`src/rtl/instr_fetch_unit.sv`:
```
// Instruction fetch stage: PC, in-order imem request/grant/response, and a small instruction FIFO to decode.
// Optional FETCH_MISALIGN_CHECK_EN traps misaligned redirects into a sticky HALT with misalign_exc.
//
// state | meaning
// FETCH | issue requests while outstanding + buffered < DEPTH
// DRAIN | no requests; discarding responses fetched before a redirect
// HALT  | misaligned redirect trapped; no requests until rst (macro only)
module instr_fetch_unit #(
  parameter logic [31:0] RESET_PC = 32'h0000_0000,
  parameter int          DEPTH    = 4
) (
  input  logic        clk,
  input  logic        rst,
  output logic        imem_req,
  output logic [31:0] imem_addr,
  input  logic        imem_gnt,
  input  logic        imem_rvalid,
  input  logic [31:0] imem_rdata,
  input  logic        redirect,
  input  logic [31:0] redirect_pc,
  output logic        instr_valid,
  output logic [31:0] instr,
  output logic [31:0] instr_pc,
  input  logic        instr_ready
`ifdef FETCH_MISALIGN_CHECK_EN
  ,
  output logic        misalign_exc
`endif
);

  localparam int PW = $clog2(DEPTH);
  localparam int CW = PW + 1;
  localparam logic [CW:0] DEPTH_L = (CW+1)'(DEPTH);

`ifdef FETCH_MISALIGN_CHECK_EN
  typedef enum logic [1:0] {FETCH, DRAIN, HALT} state_t;
`else
  typedef enum logic [1:0] {FETCH, DRAIN} state_t;
`endif

  state_t        state;
  logic [31:0]   pc;
  logic [CW-1:0] outstanding;
  logic [CW-1:0] out_nxt;
  logic [CW-1:0] discard_cnt;
  logic [CW-1:0] discard_nxt;
  logic [CW-1:0] fifo_count;
  logic [CW:0]   inflight;
  logic [PW-1:0] wr_ptr;
  logic [PW-1:0] rd_ptr;
  logic [PW-1:0] pcq_wr;
  logic [PW-1:0] pcq_rd;
  logic [31:0]   fifo_data [DEPTH];
  logic [31:0]   fifo_pc   [DEPTH];
  logic [31:0]   pcq       [DEPTH];
  logic          grant;
  logic          drop;
  logic          push;
  logic          pop;

  assign inflight    = {1'b0, outstanding} + {1'b0, fifo_count};
  assign imem_req    = !rst && (state == FETCH) && (inflight < DEPTH_L);
  assign imem_addr   = pc;
  assign grant       = imem_req && imem_gnt;
  assign drop        = imem_rvalid && (discard_cnt != '0);
  assign push        = imem_rvalid && !drop && !redirect;
  assign instr_valid = (fifo_count != '0);
  assign pop         = instr_valid && instr_ready;
  assign instr       = instr_valid ? fifo_data[rd_ptr] : '0;
  assign instr_pc    = instr_valid ? fifo_pc[rd_ptr]   : '0;
  assign discard_nxt = discard_cnt - CW'(drop);

  always_comb begin
    out_nxt = outstanding;
    if (grant)       out_nxt = out_nxt + CW'(1);
    if (imem_rvalid) out_nxt = out_nxt - CW'(1);
  end

  always_ff @(posedge clk) begin
    if (rst) begin
      state       <= FETCH;
      pc          <= RESET_PC;
      outstanding <= '0;
      discard_cnt <= '0;
      fifo_count  <= '0;
      wr_ptr      <= '0;
      rd_ptr      <= '0;
      pcq_wr      <= '0;
      pcq_rd      <= '0;
`ifdef FETCH_MISALIGN_CHECK_EN
      misalign_exc <= 1'b0;
`endif
    end else begin
      outstanding <= out_nxt;
      // The PC queue is never flushed: discarded responses still pop their entry.
      if (grant) begin
        pcq[pcq_wr] <= pc;
        pcq_wr      <= pcq_wr + PW'(1);
      end
      if (imem_rvalid) pcq_rd <= pcq_rd + PW'(1);

      if (redirect) begin
        fifo_count  <= '0;
        wr_ptr      <= '0;
        rd_ptr      <= '0;
        pc          <= redirect_pc & ~32'h3;
        discard_cnt <= out_nxt;
        state       <= (out_nxt != '0) ? DRAIN : FETCH;
`ifdef FETCH_MISALIGN_CHECK_EN
        if (state == HALT || redirect_pc[1:0] != 2'b00) begin
          state        <= HALT;
          misalign_exc <= 1'b1;
        end
`endif
      end else begin
        if (grant) pc <= pc + 32'd4;
        discard_cnt <= discard_nxt;
        if (push) begin
          fifo_data[wr_ptr] <= imem_rdata;
          fifo_pc[wr_ptr]   <= pcq[pcq_rd];
          wr_ptr            <= wr_ptr + PW'(1);
        end
        if (pop) rd_ptr <= rd_ptr + PW'(1);
        fifo_count <= fifo_count + CW'(push) - CW'(pop);
        if (state == DRAIN && discard_nxt == '0) state <= FETCH;
      end
    end
  end

endmodule

```
`config.mk`:
```
export PLATFORM = sky130hd
export DESIGN_NAME = instr_fetch_unit
export DESIGN_NICKNAME = d
export VERILOG_FILES = /design/src/rtl/instr_fetch_unit.sv
export SDC_FILE = /design/constraint.sdc
export NUM_CORES = 1
export LEC_CHECK = 0
export ABC_AREA = 1
export ABC_CLOCK_PERIOD_IN_PS = 4800
export CORE_ASPECT_RATIO = 0.6
export CORE_MARGIN = 1
export CORE_UTILIZATION = 35
export DETAILED_ROUTE_END_ITERATION = 10
export GPL_ROUTABILITY_DRIVEN = 0
export HOLD_SLACK_MARGIN = 0.08
export MAX_ROUTING_LAYER = met4
export PLACE_DENSITY = 0.67
export SKIP_LAST_GASP = 1
export SYNTH_ARGS = -nofsm -noshare
export SYNTH_HDL_FRONTEND = slang
export SYNTH_SLANG_ARGS = --single-unit
```
`constraint.sdc`:
```
create_clock -name clk -period 4.8 [get_ports clk]
set_clock_uncertainty 0.15 [all_clocks]
set_input_delay 0.96 -clock clk [delete_from_list [all_inputs] [get_ports clk]]
set_output_delay 0.96 -clock clk [all_outputs]
set_load 0.005 [all_outputs]
```
==> impl_metrics.tcl <==
set metrics [dict create \
    worstPathArrival_ns 2.99 \
    start_kind "flop" \
    grt_pass1_wl_um 66900 \
    path_buf_inv 2 \
    initialDrtViolationCount 1050 \
    clk_pin_slew_ns 0.06 \
    yosysSeqAreaShare 0.7007 \
    endpoint_kind "output pin" \
    antenna_cells 0 \
    htree_levels 2 \
    chipHeight_um 174.0 \
    cts_resized 0 \
    synth.distinct_cells 34 \
    syn_area_um2 17260 \
    final_nets 1795 \
    grt_max_degree 63 \
    grt_usage 0.1779 \
    setup_viol 0 \
    ant_nets 0 \
    synth_area_leaders "edfxtp_1, nor2_1, dfxtp_1, o21ai_0, nand2_1" \
    total_power_mw 7.956 \
    vias 11910 \
    place_inst 2304 \
    io_pins 168 \
    grt_pass1_vias 11710 \
    cts_tree "built" \
    fin_cells 2377 \
    hold_path.class "flop to flop" \
    cpPeakStageDelay_ns 0.63 \
    power_leakage_nw 7.127 \
    num_rows 62 \
    peakVddDrop_v 0.0002156 \
    final_core_util 0.4342 \
    grt_overflow 0 \
    synth_edf_count 368 \
    cts-root-buf "clkbuf_16" \
    drc 0 \
    die_area_um2 50220 \
    dpl.hpwl_um 26350 \
    finalMaxSlewViolations 0 \
    cp_cell_sequence "buf_4 -> nor2_1 -> nor2_1 -> o21ai_0 -> a21oi_1 -> clkdlybuf4s50_1" \
    fin_hold_ws_ns 0.3150 \
    cts_buffers 41 \
    drive_gt1_frac 0.05930 \
    critPathMaxFanout 36 \
    crit_top_cell "nor2_1" \
    post-place-ws_ns 0.9977 \
    rsz0062_at_grt "no" \
    vias_per_cell 5.010 \
    hold_violations 0 \
    clk_latency_ns 0.56 \
    antenna_found_initial 0 \
    crit_slowest_cell "dfxtp_4" \
    design.core.area_um2 48250 \
    synth_warnings 0 \
    max_freq_mhz 244.0 \
    clockBufferDepth 3 \
    wl_per_cell_um 18.24 \
    worst_ep_required_time_ns 3.69 \
    synthArstFlopShare 0 \
    fin_crit_sh 0.8537 \
    fin_ws_ns 0.7023 \
    max-slew-margin-rel 0.1800 \
    n_fill_cell 4374 \
    yosysTopAreaCellShare 0.6404 \
    port_buffers 161 \
    yosys_register_bits 420 \
    fin_crit_ns 4.098 \
    max-cap-violations 0 \
    synthCells 1558 \
    ys.flop_type "edfxtp_1" \
    die_w_um 288.7 \
    yosys.area.top_type "edfxtp_1" \
    tightest_slew_ns 1.229 \
    cts_num_sinks 420 \
    cts_setup_buffers 0 \
    start_util 0.3576 \
    power.density_nw_per_um2 379.8 \
    drt-total-wl_um 43360 \
    crit_type "flop to output pin" \
    syn_to_final_growth_pct 21.41 \
    critical_path.top_delay_family "buffers and inverters" \
    status "complete, no violations" \
    first_pass_iters 7 \
    cts_hold_buf 0 \
    avgSynthCellArea_um2 11.08 \
]
[where the power goes]
group | switching [mW] | internal [mW] | total, mW | leakage (nW)
clock network | 1.37 | 1.69 | 3.06 | 0.614
logic | 0.420 | 0.292 | 0.712 | 2.75
registers | 0.0835 | 4.10 | 4.18 | 3.76
total | 1.87 | 6.08 | 7.96 | 7.13
[registers in the layout, summed over array words and instances, names as in the netlist, named ones only]
signal	flops
pcq_wr	2
wr_ptr	2
discard_cnt	3
fifo_data	128
fifo_pc	120
outstanding	3
fifo_count	3
pcq_rd	2
rd_ptr	2
state	1
imem_addr	30
pcq	120
[cell usage in the layout (no fill, tap or decap), types with 14 or more instances in the layout]
cell type,synthesis,final
a21oi_1,96,96
buf_4,6,14
edfxtp_1,368,368
clkbuf_16,0,43
dfxtp_1,52,50
ha_1,17,17
nand3_1,29,29
clkdlybuf4s50_1,0,161
o21ai_0,208,208
nand2_1,164,164
nor2_1,394,386
o22ai_1,30,30
inv_1,66,66
[routing by layer]
metal,vias to the layer above,global-route usage,routed length (um)
met5,-,-,0
met4,0,0.04145,862
met3,82,0.03701,3198
met2,424,0.2712,19560
met1,5713,0.2433,19740
li1,5690,-,-
[layout make-up]
cell class              count  area, um^2  area share
repair buffers            187        1957     0.09341
clock buffers              49        1099     0.05244
clock inverters            24       146.4    0.006988
multi-input cells         988        4589      0.2191
inverters                  69       260.3     0.01242
flip-flops and latches    420       12100      0.5774
well taps                 640       800.8     0.03823
[cell usage after synthesis, types with 2 or more instances]
library cell and number:
nor2_1 394, edfxtp_1 368, o21ai_0 208, nand2_1 164, a21oi_1 96, inv_1 66
clkbuf_1 60, dfxtp_1 52, o22ai_1 30, nand3_1 29, ha_1 17, xor2_1 12
buf_2 10, a31oi_1 7, buf_4 6, buf_1 5, nor2_2 4, xnor2_1 4
buf_6 3, inv_2 3, nand2_4 2, nand3b_1 2, nand4_1 2, nor2_4 2
nor3_1 2, o21ai_1 2
[worst min-delay path, stage by stage (launching register included)]
cell     delay [ns]
dfxtp_1        0.30
inv_1          0.06
a21oi_1        0.07
[cells by family after synthesis]
| group | count (synthesis) | share of synthesized area |
|---|---|---|
| DFF | 420 | 0.7007 |
| AOI/OAI and AO/OA | 346 | 0.1035 |
| xor gates and xnor gates | 16 | 0.008121 |
| and+or+nand+nor | 604 | 0.1373 |
| buffers and inverters | 153 | 0.03662 |
| other | 1 | 0.0002173 |
| adders and majority gates | 18 | 0.01349 |
[final timing paths]
path	from	endpoint	slack, ns	cells after the start
setup / recovery	flop	instr_pc[12]	0.70	6
hold / removal	rd_ptr[1]	flop	0.31	2
setup reg to reg	fifo_count[1]	fifo_count[2]	1.80	12
hold reg to reg	rd_ptr[1]	flop	0.31	2
[per-stage QoR]
| stage | instance area, um^2 | TNS (ns) |
|---|---|---|
| 2_1_floorplan | 17270 | -17.88 |
| 3_3_place_gp | 19700 | 0 |
| 3_5_place_dp | 19700 | 0 |
| 4_1_cts | 20950 | 0 |
| 5_1_grt | 20950 | 0 |
| 6_report | 20950 | 0 |
(Power assumes the default switching activity.)
